--- config.mk ---
export PLATFORM = sky130hd
export DESIGN_NAME = multicycle_sequencer_flat
export DESIGN_NICKNAME = d
export VERILOG_FILES = /design/src/rtl/multicycle_sequencer_if.sv /design/src/rtl/multicycle_sequencer.sv /design/src/flat_wrapper.sv
export SDC_FILE = /design/constraint.sdc
export NUM_CORES = 1
export LEC_CHECK = 0
export BUFFER_PORTS_ARGS = -buffer_cell sky130_fd_sc_hd__buf_4
export CAP_MARGIN = 15
export CORE_AREA = 3 3 62 64
export CTS_CLUSTER_SIZE = 20
export DETAILED_ROUTE_END_ITERATION = 16
export DIE_AREA = 0 0 65 67
export PLACE_DENSITY_LB_ADDON = 0.05
export RECOVER_POWER = 25
export SYNTH_ARGS = -nofsm -noshare
export SYNTH_HDL_FRONTEND = slang
export SYNTH_SLANG_ARGS = --single-unit
--- constraint.sdc ---
create_clock -name clk -period 4.9 [get_ports clk]
set_clock_uncertainty 0.2 [all_clocks]
set_input_delay 0.245 -clock clk [delete_from_list [all_inputs] [get_ports clk]]
set_output_delay 0.245 -clock clk [all_outputs]
set_load 0.03 [all_outputs]
--- src/rtl/multicycle_sequencer_if.sv ---
// -----------------------------------------------------------------------------
// multicycle_sequencer_if
// Bundles the signals between the multicycle phase sequencer and the
// surrounding datapath / decoder.
//
//   Datapath -> sequencer:
//     opcode[5:0]       IR[31:26], valid from the cycle after IRWrite
//     funct[5:0]        IR[5:0]
//     overflowflag      ALU overflow (combinational)
//     divby0flag        divider divide-by-zero indication
//     md_done           mult/div unit finished (single-cycle pulse)
//   Sequencer -> datapath:
//     IorD              0 = PC addresses memory, 1 = ALU/exception address
//     IRWrite           load IR
//     pc_inc            PC <= PC + 4
//     exec_en           enables decoder outputs
//     step[2:0]         execute step index, 0-based
//     md_start          one-cycle start pulse to mult/div unit
//     EPCWrite          EPC <= PC - 4
//     ExceptionAdress   select exception vector address on memory bus
//     pc_exc_load       PC <= zero-extended vector byte
//     exc_cause[1:0]    0 invalid opcode, 1 overflow, 2 divide by zero
//     state_dbg[2:0]    current state encoding
//
// Modports: master = sequencer side, slave = datapath side.
// -----------------------------------------------------------------------------
`timescale 1ns/1ps
interface multicycle_sequencer_if;
   logic [5:0] opcode;
   logic [5:0] funct;
   logic       overflowflag;
   logic       divby0flag;
   logic       md_done;

   logic       IorD;
   logic       IRWrite;
   logic       pc_inc;
   logic       exec_en;
   logic [2:0] step;
   logic       md_start;
   logic       EPCWrite;
   logic       ExceptionAdress;
   logic       pc_exc_load;
   logic [1:0] exc_cause;
   logic [2:0] state_dbg;

   modport master (
      input  opcode, funct, overflowflag, divby0flag, md_done,
      output IorD, IRWrite, pc_inc, exec_en, step, md_start,
             EPCWrite, ExceptionAdress, pc_exc_load, exc_cause, state_dbg
   );

   modport slave (
      output opcode, funct, overflowflag, divby0flag, md_done,
      input  IorD, IRWrite, pc_inc, exec_en, step, md_start,
             EPCWrite, ExceptionAdress, pc_exc_load, exc_cause, state_dbg
   );
endinterface

--- src/rtl/multicycle_sequencer.sv ---
// -----------------------------------------------------------------------------
// multicycle_sequencer
// Phase controller for a multicycle CPU: fetch wait, IR latch, decode,
// execute steps, mult/div wait and exception entry. Sits upstream of the
// combinational opcode decoder, which only drives datapath controls while
// exec_en is high.
//
// Ports:
//   clk    rising-edge clock
//   reset  synchronous, active-low reset
//   bus    multicycle_sequencer_if.master (instruction fields, ALU/MD
//          status in; phase controls, exception controls, debug state out)
//
// All outputs are registered and derived from the next-state values, so
// they change together with state_dbg and never depend combinationally on
// the inputs.
// -----------------------------------------------------------------------------
`timescale 1ns/1ps
module multicycle_sequencer #(
   parameter int MEM_WAIT   = 2,   // memory read latency, 1..7
   parameter int MD_TIMEOUT = 63   // max MD_WAIT cycles, 1..255
) (
   input  logic                          clk,
   input  logic                          reset,
   multicycle_sequencer_if.master        bus
);

   typedef enum logic [2:0] {
      FETCH_WAIT  = 3'd0,
      FETCH_LATCH = 3'd1,
      DECODE      = 3'd2,
      EXEC        = 3'd3,
      MD_WAIT     = 3'd4,
      EXC_SAVE    = 3'd5,
      EXC_WAIT    = 3'd6,
      EXC_LOAD    = 3'd7
   } state_t;

   typedef enum logic [2:0] {
      C_INV, C_ALU, C_JUMP, C_BRANCH, C_MEM, C_MD
   } cls_t;

   localparam logic [7:0] MEM_LAST  = 8'(MEM_WAIT - 1);
   localparam logic [7:0] MD_LAST   = 8'(MD_TIMEOUT - 1);
   // Step counter is 4 bits wide so MEM_WAIT+2 steps fit for every legal
   // MEM_WAIT; only the low 3 bits leave the block.
   localparam logic [3:0] MEM_STEPS = 4'(MEM_WAIT + 2);

   state_t     state_reg,  state_next;
   logic [7:0] cnt_reg,    cnt_next;
   logic [3:0] step_reg,   step_next;
   logic [3:0] nsteps_reg, nsteps_next;
   logic       md_reg,     md_next;     // instruction uses the mult/div unit
   logic       ovf_reg,    ovf_next;    // overflow-checked ALU op
   logic       div_reg,    div_next;    // divide op, divby0flag honoured
   logic [1:0] cause_reg,  cause_next;

   cls_t cls;
   logic rtype;
   logic ovf_op;
   logic div_op;

   // ---------------------------------------------------------------------
   // Instruction classification (only consumed in DECODE)
   // ---------------------------------------------------------------------
   always_comb begin
      rtype  = (bus.opcode == 6'h00);
      ovf_op = (rtype && (bus.funct == 6'h20 || bus.funct == 6'h22)) ||
               (bus.opcode == 6'h08);
      div_op = (rtype && bus.funct == 6'h1a) || (bus.opcode == 6'h01);
      cls    = C_INV;
      if (rtype) begin
         case (bus.funct)
            6'h20, 6'h22, 6'h24, 6'h25, 6'h2a, 6'h00,
            6'h02, 6'h03, 6'h04, 6'h07, 6'h10, 6'h12: cls = C_ALU;
            6'h08, 6'h13, 6'h0d:                      cls = C_JUMP;
            6'h18, 6'h1a:                             cls = C_MD;
            default:                                  cls = C_INV;
         endcase
      end else begin
         case (bus.opcode)
            6'h08, 6'h09, 6'h0a, 6'h0f:               cls = C_ALU;
            6'h02, 6'h03:                             cls = C_JUMP;
            6'h04, 6'h05, 6'h06, 6'h07:               cls = C_BRANCH;
            6'h20, 6'h21, 6'h23, 6'h28, 6'h29, 6'h2b: cls = C_MEM;
            6'h01:                                    cls = C_MD;
            default:                                  cls = C_INV;
         endcase
      end
   end

   // ---------------------------------------------------------------------
   // Next-state logic. The wait counter and step index fall back to zero in
   // every state that does not own them, so each counting state starts at 0.
   // ---------------------------------------------------------------------
   always_comb begin
      state_next  = state_reg;
      cnt_next    = 8'd0;
      step_next   = 4'd0;
      nsteps_next = nsteps_reg;
      md_next     = md_reg;
      ovf_next    = ovf_reg;
      div_next    = div_reg;
      cause_next  = cause_reg;

      case (state_reg)
         FETCH_WAIT: begin
            if (cnt_reg == MEM_LAST) state_next = FETCH_LATCH;
            else                     cnt_next   = cnt_reg + 8'd1;
         end
         FETCH_LATCH: state_next = DECODE;
         DECODE: begin
            md_next  = (cls == C_MD);
            ovf_next = ovf_op;
            div_next = div_op;
            case (cls)
               C_ALU, C_MD:      nsteps_next = 4'd2;
               C_MEM:            nsteps_next = MEM_STEPS;
               default:          nsteps_next = 4'd1;
            endcase
            if (cls == C_INV) begin
               cause_next = 2'd0;
               state_next = EXC_SAVE;
            end else begin
               state_next = EXEC;
            end
         end
         EXEC: begin
            if (md_reg) begin
               // Step 0 launches the unit; step 1 is the HI/LO writeback.
               state_next = (step_reg == 4'd0) ? MD_WAIT : FETCH_WAIT;
            end else if (ovf_reg && step_reg == 4'd0 && bus.overflowflag) begin
               // Abort before the writeback step.
               cause_next = 2'd1;
               state_next = EXC_SAVE;
            end else if (step_reg == nsteps_reg - 4'd1) begin
               state_next = FETCH_WAIT;
            end else begin
               step_next  = step_reg + 4'd1;
            end
         end
         MD_WAIT: begin
            if (bus.md_done) begin
               if (div_reg && bus.divby0flag) begin
                  cause_next = 2'd2;
                  state_next = EXC_SAVE;
               end else begin
                  step_next  = 4'd1;
                  state_next = EXEC;
               end
            end else if (cnt_reg == MD_LAST) begin
               state_next = FETCH_WAIT;   // silent abort, no exception
            end else begin
               cnt_next   = cnt_reg + 8'd1;
            end
         end
         EXC_SAVE: state_next = EXC_WAIT;
         EXC_WAIT: begin
            if (cnt_reg == MEM_LAST) state_next = EXC_LOAD;
            else                     cnt_next   = cnt_reg + 8'd1;
         end
         EXC_LOAD: state_next = FETCH_WAIT;
      endcase
   end

   // ---------------------------------------------------------------------
   // State and registered outputs
   // ---------------------------------------------------------------------
   logic exc_path_next;
   assign exc_path_next = (state_next == EXC_SAVE) || (state_next == EXC_WAIT) ||
                          (state_next == EXC_LOAD);

   always_ff @(posedge clk) begin
      if (!reset) begin
         state_reg           <= FETCH_WAIT;
         cnt_reg             <= 8'd0;
         step_reg            <= 4'd0;
         nsteps_reg          <= 4'd0;
         md_reg              <= 1'b0;
         ovf_reg             <= 1'b0;
         div_reg             <= 1'b0;
         cause_reg           <= 2'd0;
         bus.IorD            <= 1'b0;
         bus.IRWrite         <= 1'b0;
         bus.pc_inc          <= 1'b0;
         bus.exec_en         <= 1'b0;
         bus.step            <= 3'd0;
         bus.md_start        <= 1'b0;
         bus.EPCWrite        <= 1'b0;
         bus.ExceptionAdress <= 1'b0;
         bus.pc_exc_load     <= 1'b0;
         bus.exc_cause       <= 2'd0;
         bus.state_dbg       <= 3'd0;
      end else begin
         state_reg           <= state_next;
         cnt_reg             <= cnt_next;
         step_reg            <= step_next;
         nsteps_reg          <= nsteps_next;
         md_reg              <= md_next;
         ovf_reg             <= ovf_next;
         div_reg             <= div_next;
         cause_reg           <= cause_next;
         bus.IorD            <= exc_path_next;
         bus.IRWrite         <= (state_next == FETCH_LATCH);
         bus.pc_inc          <= (state_next == FETCH_LATCH);
         bus.exec_en         <= (state_next == EXEC);
         bus.step            <= (state_next == EXEC) ? step_next[2:0] : 3'd0;
         bus.md_start        <= (state_next == EXEC) && md_next && (step_next == 4'd0);
         bus.EPCWrite        <= (state_next == EXC_SAVE);
         bus.ExceptionAdress <= exc_path_next;
         bus.pc_exc_load     <= (state_next == EXC_LOAD);
         bus.exc_cause       <= cause_next;
         bus.state_dbg       <= state_next;
      end
   end

endmodule

--- src/flat_wrapper.sv ---
// flat-port wrapper written by rule: the top's interface ports become plain ports
module multicycle_sequencer_flat 
#(
   parameter int MEM_WAIT   = 2,                               
   parameter int MD_TIMEOUT = 63                                
)
  (clk, reset, bus_opcode, bus_funct, bus_overflowflag, bus_divby0flag, bus_md_done, bus_IorD, bus_IRWrite, bus_pc_inc, bus_exec_en, bus_step, bus_md_start, bus_EPCWrite, bus_ExceptionAdress, bus_pc_exc_load, bus_exc_cause, bus_state_dbg);
  multicycle_sequencer_if bus_i ();
  input  logic clk;
  input  logic reset;
  input wire logic [$bits(bus_i.opcode)-1:0] bus_opcode;
  input wire logic [$bits(bus_i.funct)-1:0] bus_funct;
  input wire logic [$bits(bus_i.overflowflag)-1:0] bus_overflowflag;
  input wire logic [$bits(bus_i.divby0flag)-1:0] bus_divby0flag;
  input wire logic [$bits(bus_i.md_done)-1:0] bus_md_done;
  output wire logic [$bits(bus_i.IorD)-1:0] bus_IorD;
  output wire logic [$bits(bus_i.IRWrite)-1:0] bus_IRWrite;
  output wire logic [$bits(bus_i.pc_inc)-1:0] bus_pc_inc;
  output wire logic [$bits(bus_i.exec_en)-1:0] bus_exec_en;
  output wire logic [$bits(bus_i.step)-1:0] bus_step;
  output wire logic [$bits(bus_i.md_start)-1:0] bus_md_start;
  output wire logic [$bits(bus_i.EPCWrite)-1:0] bus_EPCWrite;
  output wire logic [$bits(bus_i.ExceptionAdress)-1:0] bus_ExceptionAdress;
  output wire logic [$bits(bus_i.pc_exc_load)-1:0] bus_pc_exc_load;
  output wire logic [$bits(bus_i.exc_cause)-1:0] bus_exc_cause;
  output wire logic [$bits(bus_i.state_dbg)-1:0] bus_state_dbg;
  assign bus_i.opcode = bus_opcode;
  assign bus_i.funct = bus_funct;
  assign bus_i.overflowflag = bus_overflowflag;
  assign bus_i.divby0flag = bus_divby0flag;
  assign bus_i.md_done = bus_md_done;
  assign bus_IorD = bus_i.IorD;
  assign bus_IRWrite = bus_i.IRWrite;
  assign bus_pc_inc = bus_i.pc_inc;
  assign bus_exec_en = bus_i.exec_en;
  assign bus_step = bus_i.step;
  assign bus_md_start = bus_i.md_start;
  assign bus_EPCWrite = bus_i.EPCWrite;
  assign bus_ExceptionAdress = bus_i.ExceptionAdress;
  assign bus_pc_exc_load = bus_i.pc_exc_load;
  assign bus_exc_cause = bus_i.exc_cause;
  assign bus_state_dbg = bus_i.state_dbg;
  multicycle_sequencer #(.MEM_WAIT(MEM_WAIT), .MD_TIMEOUT(MD_TIMEOUT)) u_core (.clk(clk), .reset(reset), .bus(bus_i));
endmodule
==> impl_metrics.toml, run 1 <==
[sta]
max_slew_margin_pct = 42.2
setup_tns_ns = 0
finalSetupViolations = 0
rsz0062_at_grt = "no"
whs_ns = 0.0800
finalHoldViolCount = 0
worst_slew_pin_slew_ns = 0.862
fmax_mhz = 379
period_share_pct = 53.9
period_minus_slack_ns = 2.64
slew_violations = 0

[clock_network]
h-tree-depth = 2
cts.clk_slew.worst_paths_ns = 0.11
clockBufferDepth = 2
clock_sinks = 32
ctsResizeCount = 0
clk-insertion-delay-late_ns = 0.34
numCtsBuffers = 5
cts-root-buf = "clkbuf_4"
cts_tree = "built"

[synth]
yosys_register_bits = 32
yosysTopAreaCell = "dfxtp_1"
ys.flop_type = "dfxtp_1"
synth_top_cell_area_share_pct = 32.4
ys_seq_area_share_pct = 32.4
ys_warn_count = 0
synth_edf_count = 0
synth_nets = 255
avgSynthCellArea_um2 = 8.68
synth_area_mm2 = 0.00198
yosys-top-cells-area = "dfxtp_1 32%, ha_1 6.3%, nor2_1 4.0%, xor2_1 3.1%, inv_1 3.0%"
synthArstFlopShare_pct = 0
syn_inst = 228
ys_types = 64

[global_routing]
grt_pass1_vias = 1587
antenna_found_initial = 0
gr-total-overflow = 0
grt_use_total_pct = 20.5
grt_max_degree = 22
grt_pass1_wl_um = 7020

[run]
cap_violations = 0

[routing]
vias_per_cell = 5.89
first_pass_iters = 4
drt-initial-drc-count = 129
drcViolationCount = 0
num_vias = 1785
routed_wl_um = 4170
drtAntennaViolNets = 0
wl_per_cell_um = 13.8

[critical_path]
path_class = "reg2reg"
path_cells = "inv_1 > ha_1 > xnor2_1 > mux2i_1 > o2111ai_1 > a211oi_1 > a211oi_2"
startpoint_type = "flip-flop"
cp_max_fo = 6
cp_slowest_cell = "a211oi_1"
cp-end-kind = "flip-flop"
required_ns = 4.90
crit_path_max_incr_delay_ns = 0.78
rrSetupSlack_ns = 2.26
arrival_ns = 2.64

[die]
dieArea_mm2 = 0.00436
die_w_um = 65
core_mm2 = 0.00334
core.rowCount = 21
ios = 33
initial_core_util_pct = 59.3
die_y_um = 67

[placement]
gp_congestion = 0.824
portBuffers = 32
dp_hpwl_um = 3060

[pwr]
power-per-cell-area_mw_per_mm2 = 394
leakagePower_nw = 0.845
ir_worst_vdd_mv = 0.164

[finish]
nets = 283
diodes = 0
multi_input_area_mm2 = 0.00122
seq_area_um2 = 641
drive_gt1_share_pct = 17.9
largest_reg_flops = 8
nFillCells = 300
areaGrowthSynthToFinish_pct = 14.2

[hold_path]
hp-class = "in2reg"

[status]
status = "finished clean"
==> per-layer routing <==
metal / global-route usage (%) / routed length (µm) / vias to the layer above
met5: 0 / 0 / -
met4: 7.12 / 49 / 0
met3: 6.75 / 251 / 8
met2: 33.8 / 1980 / 56
met1: 24.9 / 1890 / 829
li1: - / - / 892
==> through the flow <==
stage               utilization (%)  worst slack, ns  instance area [µm²]  power [mW]  std cells
finish                         67.7             2.26                 2260       0.890        303
global route                   67.7             2.01                 2260       0.949        303
CTS                            69.1             2.26                 2300       0.903        303
detailed placement             66.4             2.26                 2210       0.697        294
global placement               66.4             2.37                 2210       0.693        294
floorplan                         -             2.54                 1980       0.607        228
==> cell usage after synthesis (all sizes together) (2+ instances only) <==
library cell	instances
nor4	4
inv	16
clkbuf	8
a2bb2oi	2
o31a	2
a211oi	3
a21o	2
ha	10
or3	5
o21ai	5
nand3b	2
nor2	22
o21bai	2
a21oi	11
xnor2	4
o31ai	5
or4	2
a32oi	2
a2111oi	3
or2	2
nand2b	3
nand4b	2
nor3b	3
xor2	7
or4b	2
a31oi	4
dfxtp	32
nand4	3
nand2	11
a21boi	2
and4	2
nor2b	3
mux2i	2
nor3	9
buf	4
nand3	9
and3	3
==> report_power, final <==
part	switching [mW]	internal, mW	total, mW
combinational	0.215	0.129	0.343
clock	0.0972	0.106	0.204
sequential	0.0503	0.293	0.344
==> timing repair <==
item	4_1_cts	5_1_grt
hold buffers	1	0
setup buffers	0	0
endpoints found under the hold margin	3	0
==> worst paths after layout <==
path,to,depth (start not counted),from
max,u_core.bus.ExceptionAdress$_SDFF_PN0_,7,u_core.nsteps_reg[0]$_SDFFE_PN0P_
min,u_core.ovf_reg$_SDFFE_PN0P_,4,bus_opcode[0]
max reg2reg,u_core.bus.ExceptionAdress$_SDFF_PN0_,7,u_core.nsteps_reg[0]$_SDFFE_PN0P_
min reg2reg,u_core.nsteps_reg[2]$_SDFFE_PN0P_,2,u_core.nsteps_reg[2]$_SDFFE_PN0P_
==> area by class of cell <==
class / count / area share [%]
Tap cell: 46 / 2.55
Inverter: 16 / 2.66
Clock inverter: 3 / 1.88
Clock buffer: 5 / 1.66
Timing Repair Buffer: 33 / 9.08
Multi-Input combinational cell: 168 / 53.8
Sequential cell: 32 / 28.3
==> critical path: cells and delay by family (launching register included) <==
| family | cells | cell delay (ns) |
|---|---|---|
| compound gates | 3 | 1.12 |
| xor+xnor | 1 | 0.24 |
| fa+ha+maj | 1 | 0.21 |
| buf+inv | 1 | 0.08 |
| flops | 1 | 0.40 |
| mux | 1 | 0.27 |
==> placed cells by master (no fill, tap or decap), types with 4 or more instances in the layout <==
cell type / Yosys / routed
a21oi_1: 11 / 11
or3_1: 4 / 4
xor2_1: 7 / 7
nor2_1: 21 / 21
o21ai_0: 5 / 5
nor3_1: 9 / 9
inv_1: 16 / 16
o31ai_1: 5 / 5
xnor2_1: 4 / 4
ha_1: 10 / 10
clkbuf_1: 8 / 12
buf_4: 2 / 20
clkbuf_4: 0 / 5
nand3_1: 9 / 9
dfxtp_1: 32 / 32
nand2_1: 11 / 11
==> cell families after synthesis <==
logic type | after synthesis | synth area share [%]
buffers and inverters | 28 | 6.14
muxes | 3 | 1.58
xor gates and xnor gates | 11 | 4.87
adders and majority gates | 10 | 6.33
AOI/OAI and AO/OA | 54 | 22.6
and+or+nand+nor | 90 | 26.1
DFF | 32 | 32.4
No activity file was read; power rests on OpenSTA's default activity.
==> run 2: changes to the inputs <==
- CORE_AREA: 3 3 62 64 -> 3 3 67 69
- DIE_AREA: 0 0 65 67 -> 0 0 70 72
- clock period: 4.9 -> 2.35 ns (I/O delays scaled with it)
==> impl_metrics.toml, run 2 (same netlist as run 1, synthesis figures left out) <==
[critical_path]
rr_startpoint = "u_core.cnt_reg[1]$_SDFF_PN0_"
cp-end-kind = "flip-flop"
startpoint_type = "flip-flop"
path_class = "reg2reg"
cp_slowest_cell = "or4b_4"
cp_max_fo = 6
cp.depth = 8
r2r_cells = 8
rrSetupSlack_ns = 0.14
r2r_end = "u_core.bus.exec_en$_SDFF_PN0_"
arrival_ns = 2.20
cp_top_family = "simple AND/OR/NAND/NOR gates"
required_ns = 2.34
critPathLaunch = "u_core.cnt_reg[1]$_SDFF_PN0_"
crit_buf_inv = 2
cp-endpoint = "u_core.bus.exec_en$_SDFF_PN0_"
crit_path_max_incr_delay_ns = 0.47
path_cells = "inv_1 > ha_1 > or4b_4 > or2_4 > a31oi_2 > a211oi_2 > buf_4 > a2111oi_2"

[clock_network]
numCtsBuffers = 5
cts-root-buf = "clkbuf_8"
clk-insertion-delay-late_ns = 0.29
h-tree-depth = 2
clock_sinks = 32
clockBufferDepth = 2
cts_tree = "built"
cts_setup_buffers = 0
cts.clk_slew.worst_paths_ns = 0.07

[finish]
nets = 296
final_common_cell = "buf_4"
areaGrowthSynthToFinish_pct = 22.2
final_cell_mix = "32 x buf_4, 31 x dfxtp_1, 21 x nor2_1"
largest_reg_flops = 8
diodes = 0
drive_gt1_share_pct = 23.0
stdcell_area_mm2 = 0.00242

[die]
die_w_um = 70
core.rowCount = 23
initial_core_util_pct = 49.8
core_mm2 = 0.00397
ios = 33
die_y_um = 72
dieArea_mm2 = 0.00504

[pwr]
ir_worst_vdd_mv = 0.577
leakagePower_nw = 0.931
power-per-cell-area_mw_per_mm2 = 863

[sta]
worst_slew_pin_slew_ns = 0.478
finalHoldViolCount = 0
rsz0062_at_grt = "no"
slew_violations = 0
fmax_mhz = 452
max_slew_margin_pct = 67.8
period_minus_slack_ns = 2.21
period_share_pct = 94.1
finalSetupViolations = 0
finalWorstSetupSlack_ns = 0.140
setup_tns_ns = 0

[placement]
dp_hpwl_um = 3290
gp_congestion = 0.769
portBuffers = 32
placed_area_mm2 = 0.00231
place_ws_ns = 0.110

[routing]
vias_per_cell = 5.59
first_pass_iters = 4
drt-initial-drc-count = 99
wl_per_cell_um = 13.5
routed_wl_um = 4310
num_vias = 1788
drtAntennaViolNets = 0
drcViolationCount = 0

[hold_path]
min-delay-start = "bus_opcode[5]"
hp-class = "in2reg"

[global_routing]
grt_max_degree = 12
antenna_found_initial = 0
grt_pass1_vias = 1606
gr-total-overflow = 0
grt_use_total_pct = 17.7
grt_pass1_wl_um = 7260

[status]
status = "finished clean"

[run]
cap_violations = 0
==> run 2: report_power, final <==
| part | internal [mW] | switching [mW] |
|---|---|---|
| combinational | 0.366 | 0.527 |
| sequential | 0.613 | 0.0580 |
| clock | 0.315 | 0.208 |
| total | 1.29 | 0.793 |
==> run 2: final cells by class <==
class,count,area (µm²)
clock inverters,2,35.0
flip-flops and latches,32,642
fillers,397,1550
well taps,50,62.6
multi-input cells,168,1240
repair buffers,46,305
clock buffers,6,72.6
inverters,16,60.1
==> run 2: metrics by stage <==
stage / std cells / hold slack [ns] / util (%) / power (mW)
global placement: 310 / 0.204 / 58.3 / 1.55
finish: 320 / 0.0196 / 60.9 / 2.09
detailed placement: 310 / 0.204 / 58.3 / 1.56
global route: 320 / 0.0635 / 60.9 / 2.21
CTS: 320 / 0.0141 / 61.5 / 2.08
floorplan: 228 / 0.0422 / - / 1.27
==> run 2: worst min path at each step <==
stage,end,cells after the start
final,u_core.nsteps_reg[2]$_SDFFE_PN0P_,5
after global routing,u_core.bus.exc_cause[1]$_SDFFE_PN0P_,3
after CTS,u_core.nsteps_reg[2]$_SDFFE_PN0P_,5
after detailed placement,u_core.md_reg$_SDFF_PN0_,3
after global placement,u_core.md_reg$_SDFF_PN0_,3
after floorplan,u_core.bus.exc_cause[0]$_SDFFE_PN0P_,2
==> run 2: worst reg2reg max path: stages (launching register included) <==
cell and delay [ns]:
dfxtp_1 0.31, inv_1 0.05, ha_1 0.15, or4b_4 0.47, or2_4 0.27, a31oi_2 0.19
a211oi_2 0.05, buf_4 0.18, a2111oi_2 0.26
==> run 2: repair_timing <==
| item | 4_1_cts | 5_1_grt |
|---|---|---|
| hold buffers | 2 | 0 |
| gates resized for setup | 0 | 5 |
| setup endpoints to repair | 0 | 2 |
| endpoints found under the hold margin | 6 | 0 |
==> run 2: layer usage <==
| layer | track usage (%) | wire length [µm] | vias up | part of all wire (%) |
|---|---|---|---|---|
| li1 | - | - | 917 | - |
| met1 | 23.2 | 2050 | 831 | 48 |
| met2 | 28.9 | 2010 | 36 | 47 |
| met3 | 3.88 | 195 | 4 | 4.5 |
| met4 | 6.38 | 47 | 0 | 1.1 |
| met5 | 0 | 0 | - | 0 |
==> run 3: changes to the inputs <==
- CORE_AREA: 3 3 67 69 -> 3 3 66 68
- CTS_BUF_LIST: unset -> sky130_fd_sc_hd__clkbuf_4
- DIE_AREA: 0 0 70 72 -> 0 0 69 71
==> impl_metrics.toml, run 3 (same netlist as run 1, synthesis figures left out) <==
[finish]
nFillCells = 392
largest_reg_flops = 8
drive_gt1_share_pct = 23.5
final_cell_mix = "32 x buf_4, 32 x dfxtp_1, 21 x nor2_1"
diodes = 0
areaGrowthSynthToFinish_pct = 22.5
nets = 299

[die]
initial_core_util_pct = 50.5
core.rowCount = 23
die_w_um = 69
core_mm2 = 0.00391
ios = 33
die_y_um = 71
dieArea_mm2 = 0.00490

[routing]
wl_per_cell_um = 13.7
num_vias = 1764
first_pass_iters = 4
vias_per_cell = 5.48
drt-initial-drc-count = 94
routed_wl_um = 4410
drcViolationCount = 0
drtAntennaViolNets = 0

[pwr]
totalPowerFinal_mw = 1.90
power-per-cell-area_mw_per_mm2 = 785
ir_worst_vdd_mv = 0.342
leakagePower_nw = 0.933

[sta]
period_share_pct = 95.8
period_minus_slack_ns = 2.25
finalHoldViolCount = 0
max_slew_margin_pct = 69.8
setup_tns_ns = 0
worst_slew_pin_slew_ns = 0.448
finalSetupViolations = 0
fmax_mhz = 444
slew_violations = 0

[critical_path]
r2r_cells = 8
cp_max_fo = 5
path_class = "in2reg"
required_ns = 2.39
cp_slowest_cell = "dlygate4sd3_1"
cp-end-kind = "flip-flop"
rr_startpoint = "u_core.cnt_reg[1]$_SDFF_PN0_"
r2r_end = "u_core.bus.exec_en$_SDFF_PN0_"
rrSetupSlack_ns = 0.12
arrival_ns = 2.29
path_cells = "dlygate4sd3_1 > buf_4 > or4_4 > or3_4 > a31oi_4 > o31ai_1 > a2111oi_2"
cp_top_family = "simple AND/OR/NAND/NOR gates"
crit_buf_inv = 2
crit_path_max_incr_delay_ns = 0.53
startpoint_type = "input port"

[hold_path]
min_to = "u_core.ovf_reg$_SDFFE_PN0P_"
hp-class = "in2reg"
holdPathStages = 3
min-delay-start = "bus_opcode[3]"

[global_routing]
gr-total-overflow = 0
grt_max_degree = 14
antenna_found_initial = 0
grt_pass1_vias = 1658
grt_pass1_wl_um = 7490
grt_use_total_pct = 18.5

[clock_network]
cts_tree = "built"
clk-insertion-delay-late_ns = 0.34
cts.clk_slew.worst_paths_ns = 0.09
clock_sinks = 32
cts_setup_buffers = 0
h-tree-depth = 2
numCtsBuffers = 5
clockBufferDepth = 2
cts-root-buf = "clkbuf_4"

[run]
cap_violations = 0

[placement]
gp_congestion = 0.821
dp_hpwl_um = 3230
portBuffers = 32

[status]
status = "finished clean"
==> run 3: cell types whose count changed in the layout (fill, tap and decap cells not counted), moves of 2 or more <==
| cell | previous run | this run |
|---|---|---|
| clkbuf_4 | 0 | 6 |
| clkbuf_1 | 13 | 11 |
| clkbuf_8 | 5 | 0 |
| dlygate4sd3_1 | 2 | 6 |
==> run 3: worst min-delay path: cells and delay by family <==
family / cells / cell delay (ns)
AOI/OAI and AO/OA: 2 / 0.24
buffers and inverters: 1 / 0.15
==> run 3: worst max path at each step <==
| stage | from | endpoint | slack, ns | depth (start not counted) |
|---|---|---|---|---|
| final | bus_opcode[5] | u_core.bus.exec_en$_SDFF_PN0_ | 0.1 | 7 |
| after global routing | u_core.cnt_reg[1]$_SDFF_PN0_ | u_core.bus.exec_en$_SDFF_PN0_ | -0.005 | 8 |
| after CTS | bus_opcode[5] | u_core.bus.ExceptionAdress$_SDFF_PN0_ | 0.01 | 7 |
| after detailed placement | u_core.cnt_reg[1]$_SDFF_PN0_ | u_core.bus.IRWrite$_SDFF_PN0_ | 0.09 | 8 |
| after global placement | u_core.cnt_reg[1]$_SDFF_PN0_ | u_core.bus.exec_en$_SDFF_PN0_ | 0.17 | 8 |
| after floorplan | u_core.bus.state_dbg[1]$_SDFF_PN0_ | u_core.bus.exec_en$_SDFF_PN0_ | 0.17 | 5 |
==> run 3: repair_timing <==
| item | CTS | global route |
|---|---|---|
| hold buffers | 6 | 0 |
| hold endpoints to repair | 8 | 0 |
| gates resized for setup | 0 | 8 |
| setup endpoints to repair | 0 | 6 |
==> run 3: metrics by stage <==
stage                     util [%]  worst slack [ns]  hold WS [ns]  cells  area [µm²]
after floorplan                  -             0.171        0.0422    228        1980
after global placement        59.0             0.166         0.196    309        2310
after detailed placement      59.0            0.0869         0.206    309        2310
after CTS                     61.8            0.0129       0.00704    322        2420
after global routing          61.9          -0.00512        0.0391    322        2420
final                         61.9            0.0993        0.0141    322        2420
==> run 3: power breakdown <==
group	leakage, nW	internal, mW	switching [mW]	total, mW
registers	0.259	0.611	0.0559	0.667
clock network	0.0315	0.122	0.182	0.304
logic	0.643	0.380	0.551	0.932
==> run 3: area by class of cell <==
type	instances	area [µm²]	share of cell area [%]
repair buffers	49	342	14.1
clock inverters	1	5.00	0.207
multi-input cells	168	1270	52.3
well taps	50	62.6	2.58
clock buffers	6	45.0	1.86
flip-flops and latches	32	641	26.4
inverters	16	60.1	2.48
==> run 3: routing by layer <==
metal	vias to the layer above	wire length (µm)	GRT usage [%]
met5	-	0	0
met4	0	63	5.86
met3	7	121	3.98
met2	29	2120	31.5
met1	809	2110	23.3
li1	919	-	-
